==> src/rtl/chess_display_pkg.sv <==
// Shared encodings for the chess VGA renderer: piece codes, RGB332 colours and the piece palette.
// Colours are packed {r[2:0], g[2:0], b[1:0]}.
package chess_display_pkg;

  typedef enum logic [2:0] {
    PIECE_EMPTY   = 3'd0,
    PIECE_PAWN    = 3'd1,
    PIECE_KNIGHT  = 3'd2,
    PIECE_BISHOP  = 3'd3,
    PIECE_ROOK    = 3'd4,
    PIECE_QUEEN   = 3'd5,
    PIECE_KING    = 3'd6,
    PIECE_INVALID = 3'd7
  } pieceType_e;

  typedef logic [7:0] rgb332_t;

  localparam rgb332_t COL_BLANK      = 8'h00;
  localparam rgb332_t COL_LIGHT      = 8'hF9;
  localparam rgb332_t COL_DARK       = 8'h88;
  localparam rgb332_t COL_BACKGROUND = 8'h01;
  localparam rgb332_t COL_CURSOR     = 8'hFC;
  localparam rgb332_t COL_SELECT     = 8'h1C;

  // Row 0 is white, row 1 is black; entries 0 and 7 are never displayed.
  localparam rgb332_t PIECE_PALETTE [2][8] = '{
    '{8'h00, 8'hFF, 8'hFE, 8'hFB, 8'hDF, 8'hFD, 8'hFA, 8'h00},
    '{8'h00, 8'h25, 8'h45, 8'h29, 8'h48, 8'h61, 8'h22, 8'h00}
  };

  function automatic int cntWidth(input int n);
    return (n > 1) ? $clog2(n) : 1;
  endfunction

endpackage

==> src/rtl/chess_vga_renderer_if.sv <==
// Game-state inputs and VGA pin outputs of the chess renderer.
// master = game-state top side, slave = renderer side.
interface chess_vga_renderer_if;

  logic [255:0] board;
  logic [5:0]   cursorAddr;
  logic [5:0]   selectAddr;
  logic         selectEn;

  logic         hsync;
  logic         vsync;
  logic [2:0]   r;
  logic [2:0]   g;
  logic [1:0]   b;
  logic         frameStart;

  modport master (
    output board, cursorAddr, selectAddr, selectEn,
    input  hsync, vsync, r, g, b, frameStart
  );

  modport slave (
    input  board, cursorAddr, selectAddr, selectEn,
    output hsync, vsync, r, g, b, frameStart
  );

endinterface

==> src/rtl/vga_timing_gen.sv <==
// Beam timing: pixel-enable divider plus h/v counters with active and raw sync flags.
// Sync outputs are high while inside the sync pulse; polarity is applied by the renderer.
module vga_timing_gen
  import chess_display_pkg::*;
#(
  parameter int PIX_DIV  = 4,
  parameter int H_ACTIVE = 640,
  parameter int H_FP     = 16,
  parameter int H_SYNC   = 96,
  parameter int H_BP     = 48,
  parameter int V_ACTIVE = 480,
  parameter int V_FP     = 10,
  parameter int V_SYNC   = 2,
  parameter int V_BP     = 33,
  localparam int H_TOTAL = H_ACTIVE + H_FP + H_SYNC + H_BP,
  localparam int V_TOTAL = V_ACTIVE + V_FP + V_SYNC + V_BP,
  localparam int HW      = cntWidth(H_TOTAL),
  localparam int VW      = cntWidth(V_TOTAL)
) (
  input  logic          clk_i,
  input  logic          rst_i,
  output logic          pixEn_o,
  output logic [HW-1:0] h_o,
  output logic [VW-1:0] v_o,
  output logic          active_o,
  output logic          hsync_o,
  output logic          vsync_o
);

  localparam int DW = cntWidth(PIX_DIV);
  localparam logic [DW-1:0] DIV_LAST = DW'(PIX_DIV - 1);
  localparam logic [HW-1:0] H_LAST   = HW'(H_TOTAL - 1);
  localparam logic [VW-1:0] V_LAST   = VW'(V_TOTAL - 1);

  logic [DW-1:0] divCnt_q, divCnt_d;
  logic [HW-1:0] hCnt_q, hCnt_d;
  logic [VW-1:0] vCnt_q, vCnt_d;

  assign pixEn_o = (divCnt_q == DIV_LAST);

  always_comb begin
    divCnt_d = divCnt_q + 1'b1;
    if (divCnt_q == DIV_LAST) begin
      divCnt_d = '0;
    end
  end

  always_comb begin
    hCnt_d = hCnt_q;
    vCnt_d = vCnt_q;
    if (pixEn_o) begin
      if (hCnt_q == H_LAST) begin
        hCnt_d = '0;
        vCnt_d = (vCnt_q == V_LAST) ? '0 : vCnt_q + 1'b1;
      end else begin
        hCnt_d = hCnt_q + 1'b1;
      end
    end
  end

  always_ff @(posedge clk_i or posedge rst_i) begin
    if (rst_i) begin
      divCnt_q <= '0;
      hCnt_q   <= '0;
      vCnt_q   <= '0;
    end else begin
      divCnt_q <= divCnt_d;
      hCnt_q   <= hCnt_d;
      vCnt_q   <= vCnt_d;
    end
  end

  assign h_o      = hCnt_q;
  assign v_o      = vCnt_q;
  assign active_o = (int'(hCnt_q) < H_ACTIVE) && (int'(vCnt_q) < V_ACTIVE);
  assign hsync_o  = (int'(hCnt_q) >= H_ACTIVE + H_FP) &&
                    (int'(hCnt_q) <  H_ACTIVE + H_FP + H_SYNC);
  assign vsync_o  = (int'(vCnt_q) >= V_ACTIVE + V_FP) &&
                    (int'(vCnt_q) <  V_ACTIVE + V_FP + V_SYNC);

endmodule

==> src/rtl/chess_vga_renderer.sv <==
// Chess board VGA renderer: per-frame snapshot of game state, divider-free board geometry
// and a two-stage pixel pipeline with sync delayed to match the colour data.
module chess_vga_renderer
  import chess_display_pkg::*;
#(
  parameter int PIX_DIV   = 4,
  parameter int H_ACTIVE  = 640,
  parameter int H_FP      = 16,
  parameter int H_SYNC    = 96,
  parameter int H_BP      = 48,
  parameter int V_ACTIVE  = 480,
  parameter int V_FP      = 10,
  parameter int V_SYNC    = 2,
  parameter int V_BP      = 33,
  parameter bit SYNC_POL  = 1'b0,
  parameter int SQUARE_PX = 56,
  parameter int BOARD_X0  = 96,
  parameter int BOARD_Y0  = 16,
  parameter int INSET     = 12,
  parameter int BORDER_W  = 3
) (
  input logic                 clk_i,
  input logic                 rst_i,
  chess_vga_renderer_if.slave vga
);

  localparam int H_TOTAL  = H_ACTIVE + H_FP + H_SYNC + H_BP;
  localparam int V_TOTAL  = V_ACTIVE + V_FP + V_SYNC + V_BP;
  localparam int HW       = cntWidth(H_TOTAL);
  localparam int VW       = cntWidth(V_TOTAL);
  localparam int BOARD_PX = 8 * SQUARE_PX;
  localparam int OW       = cntWidth(SQUARE_PX);
  localparam logic [OW-1:0] OFF_LAST = OW'(SQUARE_PX - 1);

  logic          pixEn;
  logic          active;
  logic          hsRaw;
  logic          vsRaw;
  logic [HW-1:0] hPos;
  logic [VW-1:0] vPos;

  vga_timing_gen #(
    .PIX_DIV  (PIX_DIV),
    .H_ACTIVE (H_ACTIVE),
    .H_FP     (H_FP),
    .H_SYNC   (H_SYNC),
    .H_BP     (H_BP),
    .V_ACTIVE (V_ACTIVE),
    .V_FP     (V_FP),
    .V_SYNC   (V_SYNC),
    .V_BP     (V_BP)
  ) uTiming (
    .clk_i    (clk_i),
    .rst_i    (rst_i),
    .pixEn_o  (pixEn),
    .h_o      (hPos),
    .v_o      (vPos),
    .active_o (active),
    .hsync_o  (hsRaw),
    .vsync_o  (vsRaw)
  );

  // Snapshot at the first pixel of vertical blanking so the next frame never tears.
  logic         snapEvent;
  logic [255:0] boardSh_q;
  logic [5:0]   cursorSh_q;
  logic [5:0]   selectSh_q;
  logic         selectEnSh_q;
  logic         frameStart_q;

  assign snapEvent = pixEn && (hPos == '0) && (int'(vPos) == V_ACTIVE);

  always_ff @(posedge clk_i or posedge rst_i) begin
    if (rst_i) begin
      boardSh_q    <= '0;
      cursorSh_q   <= '0;
      selectSh_q   <= '0;
      selectEnSh_q <= 1'b0;
      frameStart_q <= 1'b0;
    end else begin
      frameStart_q <= snapEvent;
      if (snapEvent) begin
        boardSh_q    <= vga.board;
        cursorSh_q   <= vga.cursorAddr;
        selectSh_q   <= vga.selectAddr;
        selectEnSh_q <= vga.selectEn;
      end
    end
  end

  logic          active_q, hs1_q, vs1_q;
  logic          inX_q, inX_d, inY_q, inY_d;
  logic [OW-1:0] xOff_q, xOff_d, yOff_q, yOff_d;
  logic [2:0]    col_q, col_d, row_q, row_d;

  // Offsets step from the previous pixel's values; vertical ones only move at line start.
  always_comb begin
    inX_d  = (int'(hPos) >= BOARD_X0) && (int'(hPos) < BOARD_X0 + BOARD_PX);
    inY_d  = (int'(vPos) >= BOARD_Y0) && (int'(vPos) < BOARD_Y0 + BOARD_PX);
    xOff_d = '0;
    col_d  = '0;
    if (inX_d && int'(hPos) != BOARD_X0) begin
      if (xOff_q == OFF_LAST) begin
        col_d = col_q + 1'b1;
      end else begin
        xOff_d = xOff_q + 1'b1;
        col_d  = col_q;
      end
    end
    yOff_d = yOff_q;
    row_d  = row_q;
    if (hPos == '0) begin
      yOff_d = '0;
      row_d  = '0;
      if (inY_d && int'(vPos) != BOARD_Y0) begin
        if (yOff_q == OFF_LAST) begin
          row_d = row_q + 1'b1;
        end else begin
          yOff_d = yOff_q + 1'b1;
          row_d  = row_q;
        end
      end
    end
  end

  always_ff @(posedge clk_i or posedge rst_i) begin
    if (rst_i) begin
      active_q <= 1'b0;
      hs1_q    <= 1'b0;
      vs1_q    <= 1'b0;
      inX_q    <= 1'b0;
      inY_q    <= 1'b0;
      xOff_q   <= '0;
      yOff_q   <= '0;
      col_q    <= '0;
      row_q    <= '0;
    end else if (pixEn) begin
      active_q <= active;
      hs1_q    <= hsRaw;
      vs1_q    <= vsRaw;
      inX_q    <= inX_d;
      inY_q    <= inY_d;
      xOff_q   <= xOff_d;
      yOff_q   <= yOff_d;
      col_q    <= col_d;
      row_q    <= row_d;
    end
  end

  logic [5:0] square;
  logic [3:0] piece;
  logic       onBorder;
  logic       inPiece;
  rgb332_t    pixel_d, pixel_q;
  logic       hsync_q, vsync_q;

  always_comb begin
    square   = {row_q, col_q};
    piece    = boardSh_q[{square, 2'b00} +: 4];
    onBorder = (int'(xOff_q) < BORDER_W) || (int'(xOff_q) >= SQUARE_PX - BORDER_W) ||
               (int'(yOff_q) < BORDER_W) || (int'(yOff_q) >= SQUARE_PX - BORDER_W);
    inPiece  = (int'(xOff_q) >= INSET) && (int'(xOff_q) < SQUARE_PX - INSET) &&
               (int'(yOff_q) >= INSET) && (int'(yOff_q) < SQUARE_PX - INSET);
    pixel_d  = COL_BLANK;
    if (!active_q) begin
      pixel_d = COL_BLANK;
    end else if (!(inX_q && inY_q)) begin
      pixel_d = COL_BACKGROUND;
    end else if (square == cursorSh_q && onBorder) begin
      pixel_d = COL_CURSOR;
    end else if (selectEnSh_q && square == selectSh_q && onBorder) begin
      pixel_d = COL_SELECT;
    end else if (piece[2:0] != PIECE_EMPTY && piece[2:0] != PIECE_INVALID && inPiece) begin
      pixel_d = PIECE_PALETTE[piece[3]][piece[2:0]];
    end else if (row_q[0] ^ col_q[0]) begin
      pixel_d = COL_DARK;
    end else begin
      pixel_d = COL_LIGHT;
    end
  end

  always_ff @(posedge clk_i or posedge rst_i) begin
    if (rst_i) begin
      pixel_q <= COL_BLANK;
      hsync_q <= ~SYNC_POL;
      vsync_q <= ~SYNC_POL;
    end else if (pixEn) begin
      pixel_q <= pixel_d;
      hsync_q <= hs1_q ? SYNC_POL : ~SYNC_POL;
      vsync_q <= vs1_q ? SYNC_POL : ~SYNC_POL;
    end
  end

  assign vga.r          = pixel_q[7:5];
  assign vga.g          = pixel_q[4:2];
  assign vga.b          = pixel_q[1:0];
  assign vga.hsync      = hsync_q;
  assign vga.vsync      = vsync_q;
  assign vga.frameStart = frameStart_q;

endmodule

==> src/flat_wrapper.sv <==
// flat-port wrapper written by rule: the top's interface ports become plain ports
module chess_vga_renderer_flat import chess_display_pkg::*;
#(
  parameter int PIX_DIV   = 4,
  parameter int H_ACTIVE  = 640,
  parameter int H_FP      = 16,
  parameter int H_SYNC    = 96,
  parameter int H_BP      = 48,
  parameter int V_ACTIVE  = 480,
  parameter int V_FP      = 10,
  parameter int V_SYNC    = 2,
  parameter int V_BP      = 33,
  parameter bit SYNC_POL  = 1'b0,
  parameter int SQUARE_PX = 56,
  parameter int BOARD_X0  = 96,
  parameter int BOARD_Y0  = 16,
  parameter int INSET     = 12,
  parameter int BORDER_W  = 3
)
  (clk_i, rst_i, vga_board, vga_cursorAddr, vga_selectAddr, vga_selectEn, vga_hsync, vga_vsync, vga_r, vga_g, vga_b, vga_frameStart);
  chess_vga_renderer_if vga_i ();
  input logic clk_i;
  input logic rst_i;
  input wire logic [$bits(vga_i.board)-1:0] vga_board;
  input wire logic [$bits(vga_i.cursorAddr)-1:0] vga_cursorAddr;
  input wire logic [$bits(vga_i.selectAddr)-1:0] vga_selectAddr;
  input wire logic [$bits(vga_i.selectEn)-1:0] vga_selectEn;
  output wire logic [$bits(vga_i.hsync)-1:0] vga_hsync;
  output wire logic [$bits(vga_i.vsync)-1:0] vga_vsync;
  output wire logic [$bits(vga_i.r)-1:0] vga_r;
  output wire logic [$bits(vga_i.g)-1:0] vga_g;
  output wire logic [$bits(vga_i.b)-1:0] vga_b;
  output wire logic [$bits(vga_i.frameStart)-1:0] vga_frameStart;
  assign vga_i.board = vga_board;
  assign vga_i.cursorAddr = vga_cursorAddr;
  assign vga_i.selectAddr = vga_selectAddr;
  assign vga_i.selectEn = vga_selectEn;
  assign vga_hsync = vga_i.hsync;
  assign vga_vsync = vga_i.vsync;
  assign vga_r = vga_i.r;
  assign vga_g = vga_i.g;
  assign vga_b = vga_i.b;
  assign vga_frameStart = vga_i.frameStart;
  chess_vga_renderer #(.PIX_DIV(PIX_DIV), .H_ACTIVE(H_ACTIVE), .H_FP(H_FP), .H_SYNC(H_SYNC), .H_BP(H_BP), .V_ACTIVE(V_ACTIVE), .V_FP(V_FP), .V_SYNC(V_SYNC), .V_BP(V_BP), .SYNC_POL(SYNC_POL), .SQUARE_PX(SQUARE_PX), .BOARD_X0(BOARD_X0), .BOARD_Y0(BOARD_Y0), .INSET(INSET), .BORDER_W(BORDER_W)) u_core (.clk_i(clk_i), .rst_i(rst_i), .vga(vga_i));
endmodule
==> config.mk <==
export PLATFORM = sky130hd
export DESIGN_NAME = chess_vga_renderer_flat
export DESIGN_NICKNAME = d
export VERILOG_FILES = /design/src/rtl/chess_display_pkg.sv /design/src/rtl/chess_vga_renderer_if.sv /design/src/rtl/vga_timing_gen.sv /design/src/rtl/chess_vga_renderer.sv /design/src/flat_wrapper.sv
export SDC_FILE = /design/constraint.sdc
export NUM_CORES = 1
export LEC_CHECK = 0
export ABC_CLOCK_PERIOD_IN_PS = 30700
export CAP_MARGIN = 5
export CORE_MARGIN = 4
export CORE_UTILIZATION = 55
export DETAILED_ROUTE_END_ITERATION = 6
export HOLD_SLACK_MARGIN = 0.05
export MAX_ROUTING_LAYER = met4
export PLACE_DENSITY_LB_ADDON = 0.1
export SYNTH_ARGS = -nofsm -noshare
export SYNTH_HDL_FRONTEND = slang
export SYNTH_HIERARCHICAL = 1
export SYNTH_SLANG_ARGS = --single-unit
==> constraint.sdc <==
create_clock -name clk_i -period 30.7 [get_ports clk_i]
set_input_delay 4.605 -clock clk_i [delete_from_list [all_inputs] [get_ports clk_i]]
set_output_delay 4.605 -clock clk_i [all_outputs]
set_load 0.05 [all_outputs]
==> results.cfg, run 1 <==
[synth]
ys_ff_latch = 325
ys_warn_count = 6
synth_enable_flop_cells = 0
async_flop_share_pct = 100
synthMuxAreaShare_pct = 29.2
ys_types = 75
synth.cell_area_mm2 = 0.0157
synthAdderAreaFrac_pct = 1.28
syn_avg_cell_area_um2 = 13.6
syn_inst = 1157
yosys.area_share.xor_xnor_pct = 1.56
synth-simple-area-share_pct = 6.59
ys_seq_area_share_pct = 51.9
synth_flop_cell = dfrtp_1
synth_compound_area_share_pct = 6.22
synth_top_family_by_area = multiplexers
syn_nets = 1444

[timing]
grt_setup_unrepaired = no
finalMaxSlewViolations = 0
worst_slack_ns = 24.24
fin_crit_sh_pct = 21.0
fin_tns_setup_ns = 0
tightest_slew_ns = 1.23
hold_viol = 0
finClkSkew_ns = 0.0164
relSlewSlack_pct = 17.9
period_minus_slack_ns = 6.46
finalSetupViolCount = 0
timing.fmax_mhz = 155

[setup_path]
crit_path_end_kind = asynchronous set/reset pin
cp.required_ns = 31.05
crit_end = u_core/col_q[0]
slowest_stage = buf_4
worstPathCellList = clkdlybuf4s50_1 > inv_8 > buf_4
arrival_ns = 6.81
r2r-start = u_core/col_q[0]
r2r_cells = 12
crit_type = in -> async
cp_top_family = buffers and inverters
cp.depth = 3
crit_fanout = 143
cp-start-kind = input pin
critPathBufInv = 3
r2r_end = u_core/pixel_q[4]
r2r_slack_ns = 26.05
max_stage_delay_ns = 0.91
crit_start = rst_i

[route]
dr.first_iter.drc_count = 821
route.detailed.drc = 0
ant_nets = 0
vias = 10500
vias_per_cell = 5.76
drt_wl_total_mm = 38.5
drtPass1Iterations = 5
post_drt_wl_per_cell_um = 21.1

[power_and_ir_drop]
swShare_pct = 20.6
power_leakage_nw = 8.87
p_sw_w = 0.000179
p_seq_share_pct = 49.5
ir_worst_vdd_mv = 0.0398
internal_power_w = 0.000688
p_comb_share_pct = 5.1
p_per_area_mw_per_mm2 = 43.9
clockPowerShare_pct = 45.5
total_power_w = 0.000866

[min_path]
hold_depth = 1
min_path_type = reg -> reg

[clocking]
cts-resized-gates = 0
cts_setup_buffers = 0
hold_buffers = 0
clock-root-buffer = clkbuf_16
cts_tree = done
clk_pin_slew_ns = 0.06
ctsHtreeMaxLevel = 2
clock_path_buffers = 3
cts.sinks = 325
cts_made_buffers = 36
clkLatencyLatePin_ns = 0.51

[global_routing]
grt_max_degree = 195
track_usage_pct = 25.2
grt_antenna_before_repair = 8
globalRoute.totalOverflow = 0
grt_pass1_vias = 10900
grt_pass1_wl_mm = 59.9

[floorplan]
die_h_um = 177
dieArea_mm2 = 0.0313
start_util_pct = 56.1
ios = 282
die_w_um = 177
core_area_mm2 = 0.0279
num_rows = 61

[final_layout]
seq_area_mm2 = 0.00814
num-nets-final = 1704
synthToLayoutAreaGrowth_pct = 25.8
drive_gt1_share_pct = 27.4
layout_commonest_cell = dfrtp_1
n_fill_cell = 2012
layout_common_cells = dfrtp_1, clkdlybuf4s50_1, mux2_2
multi_input_area_mm2 = 0.00704

[flow_run]
cap_viol_max_count = 0

[placed_design]
pre_cts_slack_ns = 23.55
gp_congestion = 0.910
dpl.hpwl_mm = 26.8
port_buffers = 281

[status]
status = finished clean
registers in the layout (all words and copies together) (netlist names), 3 cells and up:
signal	flops
u_core/cursorSh_q	6
u_core/col_q	3
u_core/uTiming/v_o	10
u_core/row_q	3
u_core/yOff_q	6
u_core/selectSh_q	6
u_core/uTiming/h_o	10
u_core/pixel_q	8
u_core/xOff_q	6
u_core/boardSh_q	256
worst min-delay path by stage:
stage / startpoint / to / slack (ns)
global placement: u_core/vs1_q / u_core/vga.vsync / 0.41
finish: u_core/vs1_q / u_core/vga.vsync / 0.42
detailed placement: u_core/vs1_q / u_core/vga.vsync / 0.41
floorplan: u_core/hs1_q / u_core/vga.hsync / 0.39
global route: u_core/vs1_q / u_core/vga.vsync / 0.44
CTS: u_core/vs1_q / u_core/vga.vsync / 0.43
Yosys cell counts, types with 8 or more instances:
master	n	area, um2
nor3_1	9	45.0
dfrtp_1	323	8080
buf_6	8	90.1
mux2i_1	46	460
inv_1	17	63.8
buf_4	12	90.1
clkbuf_1	14	52.6
nor2_1	30	113
mux4_2	40	901
mux2_2	276	3110
and3_1	8	50.1
a221oi_1	12	105
xnor2_1	12	105
buf_2	31	155
a21oi_1	28	140
ha_1	16	200
xor2_1	16	140
nand2_1	53	199
nand4_1	10	62.6
o21ai_0	27	135
a22oi_1	10	75.1
nand3_1	29	145
kinds of logic after synthesis:
logic type | count (synthesis)
multiplexers | 368
flip-flops | 325
XOR/XNOR | 28
AND/OR/NAND/NOR | 193
buffers and inverters | 89
adder cells (fa/ha/maj) | 16
AO/OA/AOI/OAI | 138
metrics by stage:
| stage | instances | instance area [um2] | hold WS, ns | util (%) |
|---|---|---|---|---|
| after floorplan | 1157 | 15700 | 0.387 | - |
| after global placement | 1757 | 18600 | 0.406 | 66.7 |
| after detailed placement | 1757 | 18600 | 0.414 | 66.7 |
| after CTS | 1814 | 19700 | 0.426 | 70.6 |
| after global routing | 1822 | 19700 | 0.439 | 70.6 |
| final | 1823 | 19700 | 0.423 | 70.6 |
power by group through the flow:
| stage | Sequential, W | Combinational, W | Clock [W] |
|---|---|---|---|
| detailed placement | 0.000436 | 0.0000448 | 0 |
| CTS | 0.000428 | 0.0000450 | 0.000405 |
| global route | 0.000428 | 0.0000475 | 0.000422 |
| global placement | 0.000436 | 0.0000445 | 0 |
| finish | 0.000429 | 0.0000440 | 0.000394 |
| floorplan | 0.000436 | 0.00000649 | 0 |
worst reg2reg max path, delay by kind of cell, from the launching register on:
family,cells,cell delay (ns)
DFF,1,1.01
buffers and inverters,2,0.90
muxes,1,0.60
and+or+nand+nor,6,0.94
adders and majority gates,1,0.23
AOI/OAI and AO/OA,2,0.87
layout make-up:
cell class | instances | area share (%)
flip-flops and latches | 325 | 41.3
inverters | 21 | 0.450
well taps | 378 | 2.40
multi-input cells | 743 | 35.7
clock buffers | 49 | 5.12
repair buffers | 290 | 14.7
clock inverters | 8 | 0.279
diodes | 9 | 0.114
routing by layer:
| metal | vias to the layer above | global-route usage (%) | part of all wire, % |
|---|---|---|---|
| li1 | 4841 | - | - |
| met1 | 5298 | 31.7 | 40 |
| met2 | 306 | 41.1 | 50 |
| met3 | 61 | 6.60 | 7.4 |
| met4 | 0 | 6.51 | 2.4 |
| met5 | - | - | 0 |
(Power assumes the default switching activity.)
==> run 2: changes to the inputs <==
--- a/config.mk
+++ b/config.mk
@@ -5,10 +5,10 @@
 export SDC_FILE = /design/constraint.sdc
 export NUM_CORES = 1
 export LEC_CHECK = 0
-export ABC_CLOCK_PERIOD_IN_PS = 30700
+export ABC_CLOCK_PERIOD_IN_PS = 6510
 export CAP_MARGIN = 5
 export CORE_MARGIN = 4
-export CORE_UTILIZATION = 55
+export CORE_UTILIZATION = 53
 export DETAILED_ROUTE_END_ITERATION = 6
 export HOLD_SLACK_MARGIN = 0.05
 export MAX_ROUTING_LAYER = met4
==> constraint.sdc (replaced) <==
create_clock -name clk_i -period 6.51 [get_ports clk_i]
set_input_delay 0.9765 -clock clk_i [delete_from_list [all_inputs] [get_ports clk_i]]
set_output_delay 0.9765 -clock clk_i [all_outputs]
set_load 0.05 [all_outputs]
==> results.cfg, run 2 (synthesis gave the netlist of run 1 again) <==
[global_routing]
grt_busiest_layer = met2
grt_pass1_wl_mm = 61.6
track_usage_pct = 24.5
globalRoute.totalOverflow = 0
grt_antenna_before_repair = 4
grt_util_met1_pct = 31.2
met2_usage_pct = 39.2
grt_pass1_vias = 11100
grt_max_degree = 206
grtUsageMet3_pct = 6.51

[floorplan]
start_util_pct = 54.2
core_area_mm2 = 0.0289
dieArea_mm2 = 0.0324
die_h_um = 180
die_w_um = 180
ios = 282
num_rows = 62

[setup_path]
crit_start = u_core/col_q[0]
r2r_cells = 12
cp-start-kind = flop
crit_end = u_core/pixel_q[6]
max_stage_delay_ns = 0.90
crit_path_end_kind = flop
crit_type = reg -> reg
cp.required_ns = 6.88
r2r_slack_ns = 2.29
slowest_stage = dfrtp_4
arrival_ns = 4.59
crit_fanout = 41
worstPathCellList = buf_12 > mux4_2 > nand2b_1 > nand3_1 > nand2_1 > o41ai_4 > inv_2 > ha_1 > and4b_1 > nor2_1 > a41oi_1 > o221ai_1
r2r-start = u_core/col_q[0]
r2r_end = u_core/pixel_q[6]

[power_and_ir_drop]
p_per_area_mw_per_mm2 = 210
power_leakage_nw = 8.90
ir_worst_vdd_mv = 0.171

[status]
status = finished clean

[final_layout]
synthToLayoutAreaGrowth_pct = 26.5
drive_gt1_share_pct = 27.7
utilization_pct = 68.5
layout_common_cells = dfrtp_1, clkdlybuf4s50_1, mux2_2
regMostFlops = u_core/boardSh_q
num-nets-final = 1704
largest_register_ffs = 256
layout_commonest_cell = dfrtp_1

[timing]
relSlewSlack_pct = 21.9
finalSetupViolCount = 0
fin_tns_setup_ns = 0
fin_crit_sh_pct = 64.8
finalMaxSlewViolations = 0
finClkSkew_ns = 0.0136
period_minus_slack_ns = 4.22
hold_viol = 0
timing.fmax_mhz = 237
tightest_slew_ns = 1.17
grt_setup_unrepaired = no

[placed_design]
port_buffers = 281
gp_congestion = 0.866
dpl.hpwl_mm = 27.9

[route]
vias_per_cell = 5.80
route.detailed.drc = 0
drtPass1Iterations = 5
dr.first_iter.drc_count = 781
post_drt_wl_per_cell_um = 21.7
vias = 10600
drt_wl_total_mm = 39.7
ant_nets = 0

[clocking]
cts_setup_buffers = 0
cts_tree = done
cts_made_buffers = 35
clock-root-buffer = clkbuf_16
cts-resized-gates = 0
clkLatencyLatePin_ns = 0.52
ctsHtreeMaxLevel = 2
hold_buffers = 0
cts.sinks = 325
clock_path_buffers = 3
clk_pin_slew_ns = 0.06

[min_path]
min_path_type = reg -> reg
hold_start = u_core/uTiming/divCnt_q[0]

[flow_run]
cap_viol_max_count = 0
run 2: area by class of cell:
cell class | count | area (um2)
Tap cell | 384 | 480
Clock inverter | 12 | 106
Sequential cell | 325 | 8140
Multi-Input combinational cell | 743 | 7040
Timing Repair Buffer | 291 | 2950
Inverter | 21 | 85.1
Antenna cell | 4 | 10.0
Clock buffer | 50 | 1010
Fill cell | 2085 | 9100
run 2: worst max-delay path: cells and delay by family (launching register included):
kind	cells	cell delay, ns
multiplexers	1	0.56
AO/OA/AOI/OAI	3	1.01
buffers and inverters	2	0.54
AND/OR/NAND/NOR	5	0.73
flip-flops	1	0.90
adder cells (fa/ha/maj)	1	0.22
run 2: worst min-delay path by stage:
stage / to / slack, ns / depth (start not counted)
CTS: u_core/uTiming/divCnt_q[0] / 0.43 / 1
finish: u_core/uTiming/divCnt_q[0] / 0.43 / 1
global placement: u_core/vga.vsync / 0.40 / 1
global route: u_core/uTiming/divCnt_q[0] / 0.44 / 1
detailed placement: u_core/vga.vsync / 0.42 / 1
floorplan: u_core/vga.hsync / 0.39 / 1
run 2: power breakdown:
part	total [W]	internal [W]	switching, W
clock	0.00194	0.00113	0.000807
sequential	0.00202	0.00202	0
combinational	0.000215	0.000144	0.0000703
total	0.00417	0.00329	0.000877
run 2: per-layer routing:
| layer | up-vias | routed length (um) |
|---|---|---|
| met5 | - | 0 |
| met4 | 0 | 1010 |
| met3 | 75 | 2790 |
| met2 | 317 | 19300 |
| met1 | 5380 | 16700 |
| li1 | 4835 | - |
run 2: through the flow:
step / area, um2 / hold slack (ns) / total power, W / std cells / setup slack (ns)
final: 19800 / 0.431 / 0.00417 / 1830 / 2.29
after global routing: 19800 / 0.445 / 0.00431 / 1830 / 2.10
after CTS: 19800 / 0.433 / 0.00422 / 1826 / 2.35
after detailed placement: 18700 / 0.421 / 0.00228 / 1764 / 2.40
after global placement: 18700 / 0.397 / 0.00228 / 1764 / 2.53
after floorplan: 15700 / 0.387 / 0.00209 / 1157 / 1.51
